<file path="config.mk">
export PLATFORM = sky130hd
export DESIGN_NAME = mem_port_arb
export DESIGN_NICKNAME = d
export VERILOG_FILES = /design/src/rtl/types_pkg.sv /design/src/rtl/st_fifo.sv /design/src/rtl/mem_port_arb.sv
export SDC_FILE = /design/constraint.sdc
export NUM_CORES = 1
export LEC_CHECK = 0
export ABC_AREA = 1
export BUFFER_PORTS_ARGS = -buffer_cell sky130_fd_sc_hd__buf_4
export CAP_MARGIN = 20
export CORE_ASPECT_RATIO = 1.1
export CORE_MARGIN = 5
export CORE_UTILIZATION = 26
export CTS_CLUSTER_SIZE = 12
export DETAILED_ROUTE_END_ITERATION = 12
export PLACE_DENSITY_LB_ADDON = 0.12
export SKIP_CTS_REPAIR_TIMING = 1
export SLEW_MARGIN = 20
export SYNTH_ARGS = -nofsm -noshare
export SYNTH_HDL_FRONTEND = slang
export SYNTH_SLANG_ARGS = --single-unit
</file>
<file path="constraint.sdc">
create_clock -name clk -period 20.2 [get_ports clk]
set_clock_uncertainty 0.2 [all_clocks]
set_input_delay 2.02 -clock clk [delete_from_list [all_inputs] [get_ports clk]]
set_output_delay 2.02 -clock clk [all_outputs]
set_load 0.05 [all_outputs]
</file>
<file path="src/rtl/types_pkg.sv">
// Shared types for the data-memory port arbiter: FSM encoding, queued
// store and latched load descriptors, and load width codes.
package types_pkg;

  typedef enum logic [1:0] {
    IDLE     = 2'd0,
    ST_ISSUE = 2'd1,
    LD_ISSUE = 2'd2,
    LD_WAIT  = 2'd3
  } mem_arb_state_t;

  typedef struct packed {
    logic [31:0] addr;
    logic [31:0] data;
    logic        sh;
  } st_req_t;

  typedef struct packed {
    logic [31:0] addr;
    logic [2:0]  func3;
    logic [6:0]  pd;
    logic [4:0]  rob_tag;
  } ld_req_t;

  localparam logic [2:0] F3_LB  = 3'b000;
  localparam logic [2:0] F3_LH  = 3'b001;
  localparam logic [2:0] F3_LBU = 3'b100;
  localparam logic [2:0] F3_LHU = 3'b101;

endpackage

</file>
<file path="src/rtl/st_fifo.sv">
// Retired-store buffer. Pushes while full and pops while empty are ignored;
// pointers wrap naturally because DEPTH is a power of two.
module st_fifo
  import types_pkg::*;
#(
  parameter int DEPTH = 2,
  localparam int CW = $clog2(DEPTH + 1)
) (
  input  logic          clk,
  input  logic          reset,
  input  logic          push,
  input  st_req_t       push_data,
  input  logic          pop,
  output st_req_t       head,
  output logic [CW-1:0] count,
  output logic          full,
  output logic          empty
);

  localparam int PW = (DEPTH > 1) ? $clog2(DEPTH) : 1;

  st_req_t       mem_r [DEPTH];
  logic [PW-1:0] wr_ptr_r;
  logic [PW-1:0] rd_ptr_r;
  logic [CW-1:0] count_r;
  logic          push_s;
  logic          pop_s;

  assign full   = (count_r == CW'(DEPTH));
  assign empty  = (count_r == '0);
  assign count  = count_r;
  assign head   = mem_r[rd_ptr_r];
  assign push_s = push && !full;
  assign pop_s  = pop && !empty;

  // Storage, pointers and occupancy; simultaneous push and pop keep the count.
  always_ff @(posedge clk or posedge reset) begin
    if (reset) begin
      wr_ptr_r <= '0;
      rd_ptr_r <= '0;
      count_r  <= '0;
      for (int i = 0; i < DEPTH; i++) begin
        mem_r[i] <= '0;
      end
    end else begin
      if (push_s) begin
        mem_r[wr_ptr_r] <= push_data;
        wr_ptr_r        <= wr_ptr_r + 1'b1;
      end
      if (pop_s) begin
        rd_ptr_r <= rd_ptr_r + 1'b1;
      end
      case ({push_s, pop_s})
        2'b10:   count_r <= count_r + 1'b1;
        2'b01:   count_r <= count_r - 1'b1;
        default: count_r <= count_r;
      endcase
    end
  end

endmodule

</file>
<file path="src/rtl/mem_port_arb.sv">
// Single data-memory port shared between retired stores (buffered) and
// loads from the mem FU. Stores win by default; a waiting load wins after
// STARVE_MAX consecutive store grants. Memory-side outputs are registered.
module mem_port_arb
  import types_pkg::*;
#(
  parameter int SQ_DEPTH   = 2,
  parameter int STARVE_MAX = 2
) (
  input  logic        clk,
  input  logic        reset,
  input  logic        store_wb,
  input  logic [31:0] st_addr,
  input  logic [31:0] st_data,
  input  logic        st_sh,
  output logic        sq_full,
  input  logic        ld_valid,
  output logic        ld_ready,
  input  logic [31:0] ld_addr,
  input  logic [2:0]  ld_func3,
  input  logic [6:0]  ld_pd,
  input  logic [4:0]  ld_rob_tag,
  output logic        mem_req,
  output logic        mem_we,
  output logic [31:0] mem_addr,
  output logic [31:0] mem_wdata,
  output logic [3:0]  mem_be,
  input  logic        mem_ready,
  input  logic        mem_rvalid,
  input  logic [31:0] mem_rdata,
  output logic        wb_valid,
  output logic [6:0]  wb_pd,
  output logic [4:0]  wb_rob_tag,
  output logic [31:0] wb_data
);

  localparam int CW = $clog2(SQ_DEPTH + 1);
  localparam int SW = (STARVE_MAX > 0) ? $clog2(STARVE_MAX + 1) : 1;
  localparam logic [SW-1:0] STREAK_SAT = SW'(STARVE_MAX);

  mem_arb_state_t state_r, next_state_s;
  logic [SW-1:0]  streak_r;
  ld_req_t        ld_r, ld_next_s;
  st_req_t        st_push_s, head_s;
  logic [CW-1:0]  sq_count_s;
  logic           full_s, empty_s, pop_s, ld_go_s, sq_ovf_r;
  logic [3:0]     st_be_s;
  logic [31:0]    st_wdata_s;

  // Pick the byte/half selected by the address offset and extend per func3.
  function automatic logic [31:0] ld_extend(input logic [2:0] func3,
                                            input logic [1:0] off,
                                            input logic [31:0] rdata);
    logic [7:0]  b;
    logic [15:0] h;
    logic [31:0] r;
    case (off)
      2'd0:    b = rdata[7:0];
      2'd1:    b = rdata[15:8];
      2'd2:    b = rdata[23:16];
      default: b = rdata[31:24];
    endcase
    h = off[1] ? rdata[31:16] : rdata[15:0];
    case (func3)
      F3_LB:   r = {{24{b[7]}}, b};
      F3_LH:   r = {{16{h[15]}}, h};
      F3_LBU:  r = {24'd0, b};
      F3_LHU:  r = {16'd0, h};
      default: r = rdata;
    endcase
    return r;
  endfunction

  assign st_push_s = '{addr: st_addr, data: st_data, sh: st_sh};
  assign sq_full   = full_s;
  assign ld_ready  = ld_go_s;

  st_fifo #(.DEPTH(SQ_DEPTH)) u_st_fifo (
    .clk       (clk),
    .reset     (reset),
    .push      (store_wb),
    .push_data (st_push_s),
    .pop       (pop_s),
    .head      (head_s),
    .count     (sq_count_s),
    .full      (full_s),
    .empty     (empty_s)
  );

  // Arbitration and transaction sequencing.
  always_comb begin
    next_state_s = state_r;
    ld_go_s      = 1'b0;
    pop_s        = 1'b0;
    case (state_r)
      IDLE: begin
        if (!empty_s) begin
          if (ld_valid && (streak_r == STREAK_SAT)) begin
            next_state_s = LD_ISSUE;
            ld_go_s      = 1'b1;
          end else begin
            next_state_s = ST_ISSUE;
          end
        end else if (ld_valid) begin
          next_state_s = LD_ISSUE;
          ld_go_s      = 1'b1;
        end else begin
          next_state_s = IDLE;
        end
      end
      ST_ISSUE: begin
        if (mem_ready) begin
          next_state_s = IDLE;
          pop_s        = 1'b1;
        end else begin
          next_state_s = ST_ISSUE;
        end
      end
      LD_ISSUE: begin
        if (mem_ready) begin
          next_state_s = LD_WAIT;
        end else begin
          next_state_s = LD_ISSUE;
        end
      end
      LD_WAIT: begin
        if (mem_rvalid) begin
          next_state_s = IDLE;
        end else begin
          next_state_s = LD_WAIT;
        end
      end
      default: next_state_s = IDLE;
    endcase
  end

  // Load descriptor to hold: fresh fields on the granting cycle, else the latch.
  always_comb begin
    if (ld_go_s) begin
      ld_next_s = '{addr: ld_addr, func3: ld_func3, pd: ld_pd, rob_tag: ld_rob_tag};
    end else begin
      ld_next_s = ld_r;
    end
  end

  // Byte enables and lane-replicated data for the store at the FIFO head.
  always_comb begin
    if (head_s.sh) begin
      st_be_s    = 4'b0011 << {head_s.addr[1], 1'b0};
      st_wdata_s = {2{head_s.data[15:0]}};
    end else begin
      st_be_s    = 4'b1111;
      st_wdata_s = head_s.data;
    end
  end

  // FSM state, latched load, store streak and sticky overflow flag.
  always_ff @(posedge clk or posedge reset) begin
    if (reset) begin
      state_r  <= IDLE;
      ld_r     <= '0;
      streak_r <= '0;
      sq_ovf_r <= 1'b0;
    end else begin
      state_r <= next_state_s;
      ld_r    <= ld_next_s;
      if (ld_go_s) begin
        streak_r <= '0;
      end else if (pop_s && (streak_r != STREAK_SAT)) begin
        streak_r <= streak_r + 1'b1;
      end else begin
        streak_r <= streak_r;
      end
      if (store_wb && full_s) begin
        sq_ovf_r <= 1'b1;
      end else begin
        sq_ovf_r <= sq_ovf_r;
      end
    end
  end

  // Memory request outputs, registered from the state being entered.
  always_ff @(posedge clk or posedge reset) begin
    if (reset) begin
      mem_req   <= 1'b0;
      mem_we    <= 1'b0;
      mem_addr  <= 32'd0;
      mem_wdata <= 32'd0;
      mem_be    <= 4'd0;
    end else begin
      case (next_state_s)
        ST_ISSUE: begin
          mem_req   <= 1'b1;
          mem_we    <= 1'b1;
          mem_addr  <= {head_s.addr[31:2], 2'b00};
          mem_wdata <= st_wdata_s;
          mem_be    <= st_be_s;
        end
        LD_ISSUE: begin
          mem_req   <= 1'b1;
          mem_we    <= 1'b0;
          mem_addr  <= {ld_next_s.addr[31:2], 2'b00};
          mem_wdata <= 32'd0;
          mem_be    <= 4'd0;
        end
        default: begin
          mem_req   <= 1'b0;
          mem_we    <= 1'b0;
          mem_addr  <= 32'd0;
          mem_wdata <= 32'd0;
          mem_be    <= 4'd0;
        end
      endcase
    end
  end

  // One-cycle load writeback; read returns outside LD_WAIT are ignored.
  always_ff @(posedge clk or posedge reset) begin
    if (reset) begin
      wb_valid   <= 1'b0;
      wb_pd      <= 7'd0;
      wb_rob_tag <= 5'd0;
      wb_data    <= 32'd0;
    end else if ((state_r == LD_WAIT) && mem_rvalid) begin
      wb_valid   <= 1'b1;
      wb_pd      <= ld_r.pd;
      wb_rob_tag <= ld_r.rob_tag;
      wb_data    <= ld_extend(ld_r.func3, ld_r.addr[1:0], mem_rdata);
    end else begin
      wb_valid   <= 1'b0;
      wb_pd      <= wb_pd;
      wb_rob_tag <= wb_rob_tag;
      wb_data    <= wb_data;
    end
  end

endmodule

</file>
==> impl_metrics.env <==
export IMPL_h_tree_depth=2
export IMPL_grt_pass1_vias=10620
export IMPL_number_of_flip_flops_and_latches_in_the_synthesized_netlist=294
export IMPL_dominantRegCellSynth="sky130_fd_sc_hd__dfrtp_1"
export IMPL_final_critical_path_setup_slack_ns=14.66
export IMPL_cp_required_ns=17.98
export IMPL_path_clk_slew_ns=0.06
export IMPL_timing_hold_worst_class="flop to flop"
export IMPL_number_of_filler_instances_in_the_final_layout=5322
export IMPL_outcome="finished, final reports clean"
export IMPL_routed_wl_um=40800
export IMPL_route_detailed_vias_per_inst=4.31
export IMPL_synth_edff_count=0
export IMPL_worst_skew_pair_late_latency_ns=0.54
export IMPL_p_per_area_mw_per_mm2=180
export IMPL_synthesized_instance_count=1497
export IMPL_pin_count=267
export IMPL_min_period_ns=5.54
export IMPL_post_synth_num_cell_types=32
export IMPL_worstSetupEndpoint="ld_ready"
export IMPL_timing_critical_path_slowest_cell_delay_ns=0.34
export IMPL_timing_critical_path_slowest_stage_cell="sky130_fd_sc_hd__buf_4"
export IMPL_io_buffer_count=263
export IMPL_cts_inserted_buffers=36
export IMPL_initial_utilization_pct=26.1
export IMPL_netlist_area_mm2=0.0130
export IMPL_setup_worst_path_start_class="primary input"
export IMPL_ys_top_cells_by_count="sky130_fd_sc_hd__nand2_1, sky130_fd_sc_hd__dfrtp_1, sky130_fd_sc_hd__inv_1, sky130_fd_sc_hd__o21ai_0, sky130_fd_sc_hd__nand3_1"
export IMPL_worstSetupPathType="primary input to output pin"
export IMPL_cp_common_cell="sky130_fd_sc_hd__buf_4"
export IMPL_post_route_drc_count=0
export IMPL_r2r_worst_path_cells=15
export IMPL_rsz0062_at_grt="false"
export IMPL_cts_num_sinks=294
export IMPL_yosys_top_cells_area="sky130_fd_sc_hd__dfrtp_1, sky130_fd_sc_hd__nand2_1, sky130_fd_sc_hd__o21ai_0"
export IMPL_dr_wl_met3_um=2370
export IMPL_fmaxAchievable_ghz=0.181
export IMPL_r2r_end="mem_addr[31]"
export IMPL_synth_largest_area_cell="sky130_fd_sc_hd__dfrtp_1"
export IMPL_count_of_synthesis_stage_warnings_from_yosys=0
export IMPL_layout_core_utilization_pct=33.5
export IMPL_maxSlewHeadroom_pct=31.9
export IMPL_gp_congestion=0.808
export IMPL_drtIter0Drc=799
export IMPL_dp_hpwl_um=26400
export IMPL_worst_setup_path_startpoint="ld_valid"
export IMPL_fin_crit_sh_pct=27.4
export IMPL_totalNegativeSetupSlack_ns=0
export IMPL_worstMarginPinSlew_ns=1.02
export IMPL_root_buf_cell="sky130_fd_sc_hd__clkbuf_16"
export IMPL_grt_total_usage_pct=14.7
export IMPL_drt_pre_antenna_iters=5
export IMPL_largest_net_degree_at_the_start_of_global_routing=109
export IMPL_wirelength_met1_um=19300
export IMPL_area_growth_synth_to_final_pct=28.5
export IMPL_drt_antenna_violating_nets=0
export IMPL_coreArea_mm2=0.0498
export IMPL_top_layer_used="met5"
export IMPL_timing_critical_path_arrival_ns=3.32
export IMPL_min_delay_path_depth=2
export IMPL_synth_most_common_cell="sky130_fd_sc_hd__nand2_1"
export IMPL_leakage_power_summed_over_all_cells_nw=8.65
export IMPL_globalRouteOverflowTotal=0
export IMPL_tritoncts="yes"
export IMPL_worstReg2RegStart="streak_r[0]"
export IMPL_top_cell_type_s_share_of_synthesized_area_pct=56.6
export IMPL_fraction_of_final_layout_cells_with_drive_strength_greater_than_1_pct=23.9
export IMPL_synth_area_per_cell_um2=8.69
export IMPL_worstPathMaxFanout=31
export IMPL_cts_root_to_sink_buffers=3
export IMPL_grt_pass1_wl_um=63700
export IMPL_series_of_cell_instances_along_the_critical_path="buf_4 -> inv_1 -> nor2_2 -> buf_4 -> nand2_2 -> inv_2 -> buf_4"
export IMPL_hold_viol_final=0
export IMPL_total_via_count_in_the_routed_design=10370
export IMPL_rows=86
export IMPL_worst_r2r_setup_slack_ns=16.08
export IMPL_vdd_ir_drop_worst_mv=0.0794
export IMPL_crit_path_end_kind="output pin"
export IMPL_number_of_antenna_violations_at_the_first_check_in_global_routing=4
export IMPL_layout_nets=1877
export IMPL_die_area_mm2=0.0546
export IMPL_synth_yosys_seq_area_share_pct=56.6
export IMPL_met2_length_um=18500
export IMPL_cap_viol_max_count=0
export IMPL_dieHeight_um=245
export IMPL_chipWidth_um=223
export IMPL_slew_viol_final=0
export IMPL_synth_async_sr_flop_share_pct=100
export IMPL_preCtsSetupSlack_ns=14.37
export IMPL_routed_wire_length_per_instance_um=17.0
export IMPL_final_setup_viol_count=0
[how the worst min path moves through the flow]
| stage | from | endpoint | slack [ns] |
|---|---|---|---|
| after floorplan | streak_r[0] | streak_r[0] | 0.23 |
| after global placement | streak_r[0] | streak_r[0] | 0.26 |
| after detailed placement | ld_r[11] | wb_pd[6] | 0.26 |
| after CTS | ld_r[11] | wb_pd[6] | 0.26 |
| after global routing | u_st_fifo.mem_r[72] | u_st_fifo.mem_r[72] | 0.30 |
| final | ld_r[11] | wb_pd[6] | 0.26 |
[sequential cells by signal, summed over array words and instances, names as in the netlist]
| signal | count |
|---|---|
| wb_pd | 7 |
| u_st_fifo.count | 2 |
| state_r | 2 |
| wb_valid | 1 |
| streak_r | 2 |
| wb_data | 32 |
| mem_addr | 30 |
| ld_r | 47 |
| mem_req | 1 |
| mem_wdata | 32 |
| u_st_fifo.wr_ptr_r | 1 |
| u_st_fifo.mem_r | 128 |
| mem_we | 1 |
| wb_rob_tag | 5 |
| mem_be | 2 |
| u_st_fifo.rd_ptr_r | 1 |
[kinds of logic after synthesis]
logic type | synth area share, %
adder cells (fa/ha/maj) | 0.385
other | 0.0288
multiplexers | 1.23
XOR/XNOR | 0.202
AND/OR/NAND/NOR | 20.0
AO/OA/AOI/OAI | 12.4
flip-flops | 56.6
buffers and inverters | 9.19
[critical path: cells and delay by family]
family / cells / cell delay, ns
buffers and inverters: 5 / 1.08
and+or+nand+nor: 2 / 0.19
[report_power, final]
part | internal, mW | switching [mW]
Combinational | 0.412 | 0.930
Sequential | 0.847 | 0.133
Clock | 0.429 | 0.258
Total | 1.69 | 1.32
[layout make-up]
cell class                      count  area [um2]  area share [%]
Sequential cell                   294        7360            44.0
Multi-Input combinational cell    930        4480            26.8
Timing Repair Buffer              278        2100            12.6
Clock buffer                       52        1060            6.36
Tap cell                          660         826            4.94
Inverter                          183         694            4.16
Clock inverter                     10         188            1.12
Antenna cell                        1        2.50          0.0150
[cell usage in the layout, fill, tap and decap left out, drive strengths merged, types with 2 or more instances in the layout]
cell	netlist	final
clkinvlp	0	2
clkbuf	33	52
a21oi	80	80
or2	19	19
and2	30	30
buf	58	278
clkinv	1	2
dfrtp	294	294
a21boi	2	2
xor2	2	2
bufinv	0	5
conb	1	2
mux2i	16	16
nor2	82	82
nand2	390	390
o21ai	198	198
ha	4	4
inv	182	184
nand3	99	99
[per-stage QoR]
stage | power [mW] | instances | area (um2) | hold WS, ns
3_3_place_gp | 2.34 | 2344 | 15400 | 0.257
5_1_grt | 3.24 | 2407 | 16700 | 0.295
2_1_floorplan | 1.94 | 1498 | 13000 | 0.233
6_report | 3.01 | 2408 | 16700 | 0.258
3_5_place_dp | 2.35 | 2344 | 15400 | 0.260
4_1_cts | 3.06 | 2406 | 16700 | 0.258
[layer usage]
layer,vias up,global-route usage (%)
met1,4920,21.0
met4,6,2.99
met2,243,22.8
met3,48,3.90
met5,-,0
li1,5153,-
Power figures use the tool's default switching activity.
